<file path="src/rtl/pipeline_issue_ctrl_if.sv">
// Upstream instruction handshake and registered stage-1 issue fields.
// The master modport drives instructions in; the slave modport is the controller side.
interface pipeline_issue_ctrl_if;
  logic       in_valid;
  logic       in_ready;
  logic [3:0] in_ra1;
  logic [3:0] in_ra2;
  logic [3:0] in_rwa;
  logic [7:0] in_ma;
  logic [3:0] in_func;

  logic       iss_valid;
  logic [3:0] iss_ra1;
  logic [3:0] iss_ra2;
  logic [3:0] iss_rwa;
  logic [7:0] iss_ma;
  logic [3:0] iss_func;

  modport master (
    output in_valid, in_ra1, in_ra2, in_rwa, in_ma, in_func,
    input  in_ready,
    input  iss_valid, iss_ra1, iss_ra2, iss_rwa, iss_ma, iss_func
  );

  modport slave (
    input  in_valid, in_ra1, in_ra2, in_rwa, in_ma, in_func,
    output in_ready,
    output iss_valid, iss_ra1, iss_ra2, iss_rwa, iss_ma, iss_func
  );
endinterface

</file>
<file path="src/rtl/pipeline_issue_ctrl.sv">
// Issue controller: FIFO-buffered instructions, RAW-hazard hold via a shifting {v,rwa} scoreboard.
// Latency: write cycle t -> iss_valid at t+2; in_ready is registered !full, so a pop frees space only next cycle.
module pipeline_issue_ctrl #(
  parameter int DEPTH     = 4,
  parameter int HAZ_DEPTH = 2,
  parameter int CNT_W     = 16
) (
  input  logic                 clk,
  input  logic                 rst,
  pipeline_issue_ctrl_if.slave bus,
  input  logic                 pl_en,
  input  logic                 flush,
  output logic                 illegal,
  output logic                 busy,
  output logic [CNT_W-1:0]     issue_cnt,
  output logic [CNT_W-1:0]     stall_cnt
);

  localparam int AW = $clog2(DEPTH);

  typedef struct packed {
    logic [3:0] ra1;
    logic [3:0] ra2;
    logic [3:0] rwa;
    logic [7:0] ma;
    logic [3:0] func;
  } instr_t;

  instr_t               mem [DEPTH];
  logic [AW-1:0]        wr_ptr;
  logic [AW-1:0]        rd_ptr;
  logic [AW:0]          count;
  logic [AW:0]          count_nxt;
  logic [HAZ_DEPTH-1:0] sb_v;
  logic [3:0]           sb_rwa [HAZ_DEPTH];

  instr_t in_instr;
  instr_t head;
  logic   empty;
  logic   bad_func;
  logic   enq;
  logic   push;
  logic   pop;
  logic   hazard;
  logic   stall;

  assign in_instr = {bus.in_ra1, bus.in_ra2, bus.in_rwa, bus.in_ma, bus.in_func};
  assign head     = mem[rd_ptr];
  assign empty    = (count == '0);
  assign bad_func = (bus.in_func > 4'b1100);
  assign enq      = bus.in_valid & bus.in_ready;
  assign push     = enq & ~bad_func & ~flush;

  // Compare only against registered slots; the instruction issuing this edge is not forwarded.
  always_comb begin
    hazard = 1'b0;
    for (int i = 0; i < HAZ_DEPTH; i++) begin
      if (sb_v[i] && ((sb_rwa[i] == head.ra1) || (sb_rwa[i] == head.ra2)))
        hazard = 1'b1;
    end
  end

  assign pop   = ~empty & pl_en & ~hazard & ~flush;
  assign stall = ~empty & pl_en & hazard;
  assign busy  = ~empty | (|sb_v);

  always_comb begin
    count_nxt = count;
    if (flush)
      count_nxt = '0;
    else
      count_nxt = count + (AW+1)'(push) - (AW+1)'(pop);
  end

  always_ff @(posedge clk) begin
    if (push && !rst)
      mem[wr_ptr] <= in_instr;
  end

  always_ff @(posedge clk) begin
    if (rst) begin
      wr_ptr        <= '0;
      rd_ptr        <= '0;
      count         <= '0;
      sb_v          <= '0;
      for (int i = 0; i < HAZ_DEPTH; i++)
        sb_rwa[i]   <= '0;
      bus.in_ready  <= 1'b0;
      bus.iss_valid <= 1'b0;
      bus.iss_ra1   <= '0;
      bus.iss_ra2   <= '0;
      bus.iss_rwa   <= '0;
      bus.iss_ma    <= '0;
      bus.iss_func  <= '0;
      illegal       <= 1'b0;
      issue_cnt     <= '0;
      stall_cnt     <= '0;
    end else begin
      count <= count_nxt;
      if (flush) begin
        wr_ptr <= '0;
        rd_ptr <= '0;
      end else begin
        if (push) wr_ptr <= wr_ptr + AW'(1);
        if (pop)  rd_ptr <= rd_ptr + AW'(1);
      end
      bus.in_ready <= (count_nxt != (AW+1)'(DEPTH));
      illegal      <= enq & bad_func;

      bus.iss_valid <= pop;
      if (pop) begin
        bus.iss_ra1  <= head.ra1;
        bus.iss_ra2  <= head.ra2;
        bus.iss_rwa  <= head.rwa;
        bus.iss_ma   <= head.ma;
        bus.iss_func <= head.func;
      end

      // In-flight writes still land after a flush, so the scoreboard shifts regardless.
      sb_v[0]   <= pop;
      sb_rwa[0] <= head.rwa;
      for (int i = 1; i < HAZ_DEPTH; i++) begin
        sb_v[i]   <= sb_v[i-1];
        sb_rwa[i] <= sb_rwa[i-1];
      end

      if (pop && (issue_cnt != '1))
        issue_cnt <= issue_cnt + CNT_W'(1);
      if (stall && (stall_cnt != '1))
        stall_cnt <= stall_cnt + CNT_W'(1);
    end
  end

endmodule

</file>
<file path="src/flat_wrapper.sv">
// flat-port wrapper written by rule: the top's interface ports become plain ports
module pipeline_issue_ctrl_flat 
#(
  parameter int DEPTH     = 4,
  parameter int HAZ_DEPTH = 2,
  parameter int CNT_W     = 16
)
  (clk, rst, pl_en, flush, illegal, busy, issue_cnt, stall_cnt, bus_in_valid, bus_in_ra1, bus_in_ra2, bus_in_rwa, bus_in_ma, bus_in_func, bus_in_ready, bus_iss_valid, bus_iss_ra1, bus_iss_ra2, bus_iss_rwa, bus_iss_ma, bus_iss_func);
  pipeline_issue_ctrl_if bus_i ();
  input  logic clk;
  input  logic rst;
  input  logic pl_en;
  input  logic flush;
  output logic illegal;
  output logic busy;
  output logic [CNT_W-1:0] issue_cnt;
  output logic [CNT_W-1:0] stall_cnt;
  input wire logic [$bits(bus_i.in_valid)-1:0] bus_in_valid;
  input wire logic [$bits(bus_i.in_ra1)-1:0] bus_in_ra1;
  input wire logic [$bits(bus_i.in_ra2)-1:0] bus_in_ra2;
  input wire logic [$bits(bus_i.in_rwa)-1:0] bus_in_rwa;
  input wire logic [$bits(bus_i.in_ma)-1:0] bus_in_ma;
  input wire logic [$bits(bus_i.in_func)-1:0] bus_in_func;
  output wire logic [$bits(bus_i.in_ready)-1:0] bus_in_ready;
  output wire logic [$bits(bus_i.iss_valid)-1:0] bus_iss_valid;
  output wire logic [$bits(bus_i.iss_ra1)-1:0] bus_iss_ra1;
  output wire logic [$bits(bus_i.iss_ra2)-1:0] bus_iss_ra2;
  output wire logic [$bits(bus_i.iss_rwa)-1:0] bus_iss_rwa;
  output wire logic [$bits(bus_i.iss_ma)-1:0] bus_iss_ma;
  output wire logic [$bits(bus_i.iss_func)-1:0] bus_iss_func;
  assign bus_i.in_valid = bus_in_valid;
  assign bus_i.in_ra1 = bus_in_ra1;
  assign bus_i.in_ra2 = bus_in_ra2;
  assign bus_i.in_rwa = bus_in_rwa;
  assign bus_i.in_ma = bus_in_ma;
  assign bus_i.in_func = bus_in_func;
  assign bus_in_ready = bus_i.in_ready;
  assign bus_iss_valid = bus_i.iss_valid;
  assign bus_iss_ra1 = bus_i.iss_ra1;
  assign bus_iss_ra2 = bus_i.iss_ra2;
  assign bus_iss_rwa = bus_i.iss_rwa;
  assign bus_iss_ma = bus_i.iss_ma;
  assign bus_iss_func = bus_i.iss_func;
  pipeline_issue_ctrl #(.DEPTH(DEPTH), .HAZ_DEPTH(HAZ_DEPTH), .CNT_W(CNT_W)) u_core (.clk(clk), .rst(rst), .bus(bus_i), .pl_en(pl_en), .flush(flush), .illegal(illegal), .busy(busy), .issue_cnt(issue_cnt), .stall_cnt(stall_cnt));
endmodule
</file>
<file path="config.mk">
export PLATFORM = sky130hd
export DESIGN_NAME = pipeline_issue_ctrl_flat
export DESIGN_NICKNAME = d
export VERILOG_FILES = /design/src/rtl/pipeline_issue_ctrl_if.sv /design/src/rtl/pipeline_issue_ctrl.sv /design/src/flat_wrapper.sv
export SDC_FILE = /design/constraint.sdc
export NUM_CORES = 1
export LEC_CHECK = 0
export BUFFER_PORTS_ARGS = -buffer_cell sky130_fd_sc_hd__buf_2
export CELL_PAD_IN_SITES_DETAIL_PLACEMENT = 2
export CELL_PAD_IN_SITES_GLOBAL_PLACEMENT = 2
export CORE_MARGIN = 1.5
export CORE_UTILIZATION = 40
export CTS_BUF_LIST = sky130_fd_sc_hd__clkbuf_16
export DETAILED_ROUTE_END_ITERATION = 6
export PLACE_DENSITY = 0.82
export SLEW_MARGIN = 10
export SYNTH_ARGS = -nofsm -noshare
export SYNTH_HDL_FRONTEND = slang
export SYNTH_SLANG_ARGS = --single-unit
</file>
<file path="constraint.sdc">
create_clock -name clk -period 4.2 [get_ports clk]
set_clock_uncertainty 0.1 [all_clocks]
set_input_delay 0.63 -clock clk [delete_from_list [all_inputs] [get_ports clk]]
set_output_delay 0.63 -clock clk [all_outputs]
set_load 0.03 [all_outputs]
</file>
==> results of run 1 <==
[critical path, delay by kind of cell, from the launching register on]
family	cells	cell delay, ps
adder cells (fa/ha/maj)	3	790
multiplexers	1	740
flip-flops	1	670
AND/OR/NAND/NOR	4	640
XOR/XNOR	2	350
AO/OA/AOI/OAI	1	320
buffers and inverters	2	120
[power breakdown]
group,switching (mW),internal (mW)
sequential,0.00858,1.79
combinational,0.0665,0.0348
clock,0.727,0.839
[area by class of cell]
class | instances | area share
clock buffers | 17 | 0.0516
clock inverters | 15 | 0.0187
inverters | 10 | 0.00455
multi-input cells | 297 | 0.294
flip-flops and latches | 173 | 0.536
well taps | 225 | 0.0341
repair buffers | 96 | 0.0607
[stage by stage]
stage	total power [mW]	setup WS [ps]	hold slack [ps]
2_1_floorplan	1.90	539	385
3_3_place_gp	1.93	540	376
3_5_place_dp	1.94	369	389
4_1_cts	3.50	292	296
5_1_grt	3.58	103	303
6_report	3.47	324	309
[logic make-up (layout without fill, tap and decap cells)]
group           Yosys count  in the layout  synth area share
flops                   173            173             0.631
mux                      62             62             0.138
compound gates           41             41            0.0391
xor+xnor                 24             24            0.0300
simple gates            161            161             0.120
buf+inv                  37            138            0.0253
fa+ha+maj                 9              9            0.0171
[routing by layer]
layer	routed length, um	vias to the layer above	global-route usage	part of all wire
met1	7620	2294	0.251	0.43
li1	-	2068	-	-
met4	282	2	0.0657	0.016
met3	567	22	0.0397	0.032
met2	9450	92	0.369	0.53
met5	16	-	0	0.00089
[cell usage after synthesis (6+ instances only)]
master	count
dfxtp_1	77
mux2i_1	26
nor2_1	48
inv_1	10
buf_2	6
ha_1	8
nand2_1	14
nand3_1	13
and3_1	16
or3_1	9
xnor2_1	21
mux4_2	16
mux4_1	8
edfxtp_1	96
clkbuf_1	16
mux2_2	12
a21oi_1	13
nor3_1	11
o21ai_0	10
nor2b_1	24
nand4_1	12
[sequential cells by signal (all words and copies together), names as in the netlist, named ones only]
signal and count:
u_core.rd_ptr 2, u_core.bus.iss_ma 8, u_core.stall_cnt 16, u_core.wr_ptr 2
u_core.bus.iss_rwa 4, u_core.sb_rwa 8, u_core.bus.in_ready 1, u_core.bus.iss_func 4
u_core.bus.iss_ra2 4, u_core.bus.iss_ra1 4, u_core.sb_v 2, u_core.issue_cnt 16
u_core.illegal 1, u_core.count 3, u_core.mem 96
[placed cells by master, fill, tap and decap left out, drive strengths merged, types with 2 or more instances in the layout]
cell and count:
edfxtp 96, nor2 49, o21ai 10, xor2 3, ha 8, and3 16, or3 9, and2 3
nor2b 24, clkinv 3, dfxtp 77, a21oi 13, nor3 11, mux2i 26, nand4 12, o211ai 2
o31ai 3, buf 96, a211oi 2, and4 3, clkbuf 17, or4 5, xnor2 21, a41oi 2
nand2 14, mux4 24, inv 17, mux2 12, a31o 3, nand3 13, clkinvlp 4
[how the worst min path moves through the flow]
stage                     slack [ps]                 start                   end  cells after the start
after floorplan                  390   u_core.sb_rwa[0][0]   u_core.sb_rwa[0][4]                      1
after global placement           380   u_core.stall_cnt[9]   u_core.stall_cnt[9]                      2
after detailed placement         390  u_core.bus.iss_ma[5]  u_core.bus.iss_ma[5]                      2
after CTS                        300          bus_in_ma[4]      u_core.mem[0][8]                      1
after global routing             300          bus_in_ma[5]      u_core.mem[3][9]                      1
final                            310          bus_in_ma[4]      u_core.mem[1][8]                      1
==> results.md, run 1 <==
- Wire length per cell: 21.5 um
- H-tree depth: 4
- CP Launch Type: flop
- Area of the core: 17200 um2
- Register area: 4430 um2
- Worst-margin pin slew: 728 ps
- Mapped Nets: around 550
- Max_slew headroom: 0.515
- Seq/Total Area, Yosys: 0.631
- Yosys warnings: 0
- Post-synth EDFFs: 96
- Post-CTS Hold Buffers: 0
- Antenna Cells: 0
- Cell Pwr Density: 421 nW/um2
- Clock buffer depth: 2
- Minimum clock period: 3880 ps
- Fin area: 8250 um2
- Largest area contributor in the netlist: edfxtp_1
- Final-report setup violation count: 0
- Number of fill cells: between 1500 and 2000
- Root buf cell: clkbuf_16
- Residual DRC count: 0
- Clock sinks: ~170
- Synthesis-to-layout area growth: 17.7%
- VDD IR max: 0.000292 V
- Hold Violations, Final: 0
- Mapped Area: 7010 um2
- CP Class: reg -> reg
- Setup Total Neg Slack: 0 ps
- Finished Layout Cells: 833
- Share of the synthesized area in the top cell type: 0.411
- Clock slew at reported path FFs: approximately 70 ps
- Main synth FF type: edfxtp_1
- GR Util All Layers: 0.207
- Post-DP Area: 7670 um2
- Min-delay worst type: in -> reg
- Port buffer count: 88
- Cell leakage power: 3.02 nW
- CTS Buf Count: 17
- Vias in the first global route: 5093
- Antenna-violating nets left: 0
- Final net count: 633
- Largest net degree at the start of global routing: 63
- Worst path slowest cell: mux4_1
- Die Y: about 140 um
- I/O pin cnt: approximately 90
- Final WL: 17.9 mm
- Ys async rst share: 0
- Max Slew Vio Count: 0
- Clk_lat worst skew: 430 ps
- Inst Count DP: ~800
- Syn avg cell area: 13.8 um2
- Remaining global-route overflow: 0
- Worst Path Required: about 4400 ps
- Number of synthesized register bits: 173
- Worst r2r dst: u_core.bus.in_ready
- FF-to-FF setup slack: 320 ps
- Drt first pass iters: 4
- Via density: 5.38
- Top cells by area, synth: edfxtp_1 41%, dfxtp_1 22%, mux4_2 5.1%, mux2i_1 3.7%, mux4_1 3.0%
- Unrepaired setup endpoints after global routing: no
- MaxCap Viol Count: 0
- Gp weighted congestion: 0.739
- CP endpoint kind: flop
- DR iter-0 viols: 124
- Period Utilization, post-route: 0.923
- Initial antenna violation count: 1
- Gate Count Post-Synth: 507
- Final Util: 0.479
- CTS tree: done
- Post-CTS sizing: 0
- CP cell instances: mux4_1 -> xnor2_1 -> nand4_1 -> nand2_1 -> a221oi_4 -> ha_1 -> inv_1 -> ha_1 -> inv_1 -> fa_1 -> xnor2_1 -> nor4b_1 -> nor2_1
- First-pass GRT wire length: 28.1 mm
- Worst Path Max Fanout: 15
- Status: finished, final reports clean
- Netlist cell types: 43
- Via Count: 4478
- Worst-case reg-to-reg path depth: 13
- Die Footprint: 18300 um2
- Die extent in x: 135 um
- Share of layout cells above drive strength 1: 0.270
- Row count: 48
- Post-CTS setup repair buffer count: 0
- Max Clock Freq: 258 MHz
- Initial Utilization: 0.407
- Largest stage delay, worst path: approximately 740 ps
- Detailed Place HPWL: 11.6 mm
- CP Data Arrival Time: 4060 ps
- Crit path to: u_core.bus.in_ready
- Area of the multi-input gates: 2430 um2
(Power assumes the default switching activity.)
==> inputs of run 2 (changes only) <==
ABC_AREA = 1   (was default)
CORE_UTILIZATION = 36   (was 40)
==> run 2 against run 1 <==
Against the previous run: combinational power increased by 16%; count of clock-buffer cells in the layout unchanged; clock power increased by 4%; largest power group unchanged; critical endpoint unchanged; area after synthesis increased by 5.7%.
==> results.md, run 2 <==
- Status: finished, final reports clean (unchanged)
- Worst hold margin: 299 ps (was 309 ps)
- Via Count: 5918 (was 4478)
- Ys async rst share: 0 (unchanged)
- H-tree depth: 4 (unchanged)
- Fin area: 8740 um2 (was 8250 um2)
- Minimum clock period: 3870 ps (was 3880 ps)
- Share of the synthesized area in the top cell type: 0.389 (was 0.411)
- Residual DRC count: 0 (unchanged)
- Via density: 5.10 (was 5.38)
- I/O pin cnt: 89 (unchanged)
- Vias in the first global route: 6507 (was 5093)
- Post-synth EDFFs: 96 (unchanged)
- Flop pwr share: 0.506 (was 0.520)
- VDD IR max: 0.000275 V (was 0.000292 V)
- Min-delay worst type: in -> reg (unchanged)
- Seq/Total Area, Yosys: 0.597 (was 0.631)
- Largest area contributor in the netlist: edfxtp_1 (unchanged)
- CP Data Arrival Time: 4090 ps (was 4060 ps)
- Most numerous cell in the Yosys netlist: nand2_1 (was edfxtp_1)
- Port buffer count: 88 (unchanged)
- Max Slew Vio Count: 0 (unchanged)
- Largest reg by FF count: u_core.mem (unchanged)
- Setup WS post-layout: 328 ps (was 324 ps)
- Synthesis-to-layout area growth: 18.0% (was 17.7%)
- First-pass GRT wire length: 35.8 mm (was 28.1 mm)
- Largest regs: u_core.mem (96), u_core.issue_cnt (16), u_core.stall_cnt (16) (unchanged)
- Main synth FF type: edfxtp_1 (unchanged)
- Die Footprint: 21500 um2 (was 18300 um2)
- Most common cell after layout, fill and taps aside: nand2_1 (was edfxtp_1)
- Switching Share: 0.245 (was 0.231)
- Syn avg cell area: 9.41 um2 (was 13.8 um2)
- Share of total power in the clock network: 0.461 (was 0.451)
- Clock buffer depth: 2 (unchanged)
- Cell leakage power: 3.73 nW (was 3.02 nW)
- CP Launch Type: flop (unchanged)
- Root buf cell: clkbuf_16 (unchanged)
- Area of the core: 20200 um2 (was 17200 um2)
- FF-to-FF setup slack: 330 ps (was 320 ps)
- CP Class: reg -> reg (unchanged)
- Initial antenna violation count: 0 (was 1)
- Final-report setup violation count: 0 (unchanged)
- Largest net degree at the start of global routing: 34 (was 63)
- Mapped Area: 7410 um2 (was 7010 um2)
- Post-Synth XOR/XNOR Area: 0.0189 (was 0.0300)
- Top cells by area, synth: edfxtp_1 39%, dfxtp_1 21%, nand2_1 11%, nand3_1 4.8%, nor2_1 4.4% (was edfxtp_1 41%, dfxtp_1 22%, mux4_2 5.1%, mux2i_1 3.7%, mux4_1 3.0%)
- Largest family of logic cells by synthesized area: simple AND/OR/NAND/NOR gates (was multiplexers)
- CTS tree: done (unchanged)
- Initial Utilization: 0.366 (was 0.407)
- Max_slew headroom: 0.470 (was 0.515)
- Worst Path Required: 4420 ps (was 4390 ps)
- Final WL: 22.3 mm (was 17.9 mm)
- Drt first pass iters: 4 (unchanged)
- Antenna Cells: 0 (unchanged)
- Share of layout cells above drive strength 1: 0.182 (was 0.270)
- Worst-margin pin slew: 794 ps (was 728 ps)
- Period Utilization, post-route: 0.922 (was 0.923)
- CP endpoint kind: flop (unchanged)
- Setup Total Neg Slack: 0 ps (unchanged)
- Post-CTS setup repair buffer count: 0 (unchanged)
- Remaining global-route overflow: 0 (unchanged)
- Max Clock Freq: 258 MHz (about the same)
- Final net count: 916 (was 633)
- Synth Area in Adders: 0.0162 (was 0.0171)
- Pint: 2.69 mW (was 2.67 mW)
- GR Util All Layers: 0.217 (was 0.207)
- Cell Pwr Density: 408 nW/um2 (was 421 nW/um2)
- Tot Pwr: 3.56 mW (was 3.47 mW)
- CTS Buf Count: 17 (unchanged)
- Comb pwr share: 0.033 (was 0.029)
- Die Y: 146 um (was 135 um)
- Commonest cells in the netlist: 212 x nand2_1, 96 x edfxtp_1, 86 x nor2_1 (was 96 x edfxtp_1, 77 x dfxtp_1, 48 x nor2_1)
- Place WS: 339 ps (was 369 ps)
- M1 WL: 9.88 mm (was 7.62 mm)
- Yosys warnings: 0 (unchanged)
- Synth Area in Compound Gates: 0.0778 (was 0.0391)
- MaxCap Viol Count: 0 (unchanged)
- Row count: 52 (was 48)
- Netlist cell types: 31 (was 43)
- Post-synthesis simple-gate area fraction: 0.234 (was 0.120)
- Max reg flops: 96 (unchanged)
- DR iter-0 viols: 258 (was 124)
- Post-DP Area: 8120 um2 (was 7670 um2)
- Number of synthesized register bits: 173 (unchanged)
- Switching power: 0.873 mW (was 0.802 mW)
- Number of fill cells: 2227 (was 1640)
- Post-synthesis mux area share: 0 (was 0.138)
- Die extent in x: 146 um (was 135 um)
- Gp weighted congestion: 0.776 (was 0.739)
- Gate Count Post-Synth: 788 (was 507)
- Antenna-violating nets left: 0 (unchanged)
- WL met3: 402 um (was 567 um)
- Wire length per cell: 19.2 um (was 21.5 um)
- Commonest cells after routing, fill and taps aside: 212 x nand2_1, 96 x edfxtp_1, 88 x buf_2 (was 96 x edfxtp_1, 88 x buf_2, 76 x dfxtp_1)
- Wire length on met2: 11.7 mm (was 9.45 mm)
- Detailed Place HPWL: 14.6 mm (was 11.6 mm)
- Clk_lat worst skew: 440 ps (was 430 ps)
- Hold Violations, Final: 0 (unchanged)
- Unrepaired setup endpoints after global routing: no (unchanged)
- Top sig layer: met4 (was met5)
- Clock slew at reported path FFs: 80 ps (was 70 ps)
- Clock sinks: 173 (unchanged)
- Worst Path Max Fanout: 16 (was 15)
- Mapped Nets: 826 (was 545)
## run 2: cell count changes after synthesis, sizes merged, moves of 24 or more
cell   delta
nand3    +66
nor2b    -24
a21oi    +41
mux4     -24
nor2     +38
mux2i    -26
nand2   +204
inv      +52
## run 2: cell families (layout without fill, tap and decap cells)
logic type	Yosys count	after routing
xor gates and xnor gates	16	16
adders and majority gates	9	9
and+or+nand+nor	402	402
AOI/OAI and AO/OA	95	95
buffers and inverters	93	196
DFF	173	173
## run 2: cell type report
type | instances | area, um2 | area share
Clock inverter | 15 | 194 | 0.0222
Sequential cell | 173 | 4420 | 0.506
Clock buffer | 17 | 425 | 0.0487
Inverter | 62 | 235 | 0.0269
Timing Repair Buffer | 102 | 546 | 0.0624
Tap cell | 270 | 338 | 0.0386
Multi-Input combinational cell | 522 | 2580 | 0.295
## run 2: final timing paths
| kind | end | depth (start not counted) | from |
|---|---|---|---|
| setup / recovery | u_core.bus.in_ready | 20 | flop |
| hold / removal | u_core.mem[0][5] | 1 | bus_in_ma[1] |
| setup reg to reg | u_core.bus.in_ready | 20 | flop |
| hold reg to reg | u_core.bus.iss_rwa[0] | 2 | u_core.bus.iss_rwa[0] |
## run 2: repair_timing
item | 4_1_cts | 5_1_grt
setup endpoints to repair | 0 | 1
hold buffers | 0 | 0
resized for setup | 0 | 2
## run 2: power groups by stage
stage | sequential [mW] | clock (mW) | combinational [mW]
2_1_floorplan | 1.85 | 0 | 0.0541
3_3_place_gp | 1.84 | 0 | 0.111
3_5_place_dp | 1.84 | 0 | 0.117
4_1_cts | 1.80 | 1.68 | 0.119
5_1_grt | 1.80 | 1.74 | 0.130
6_report | 1.80 | 1.64 | 0.117
## run 2: through the flow
stage | utilization | instances
2_1_floorplan | - | 788
3_3_place_gp | 0.401 | 1129
3_5_place_dp | 0.401 | 1129
4_1_cts | 0.432 | 1161
5_1_grt | 0.432 | 1161
6_report | 0.432 | 1161
## run 2: routing by layer
layer	vias to the layer above	GRT usage
met3	24	0.0306
met2	78	0.402
met5	-	0
met4	0	0.0591
li1	2824	-
met1	2992	0.262
## run 2: critical path, cell delays in order (launching register included)
cell and delay (ps):
dfxtp_1 590, inv_2 220, nand3_1 220, nand2_1 120
nand2_1 110, nand2_1 60, nor2_1 110, nand2_1 90
nand2_2 100, nand2_4 90, nand2_4 250, nor2_8 40
ha_1 300, inv_1 60, ha_1 140, inv_1 50
fa_1 370, xor2_1 170, or2_2 280, o21ai_0 200
inv_1 80
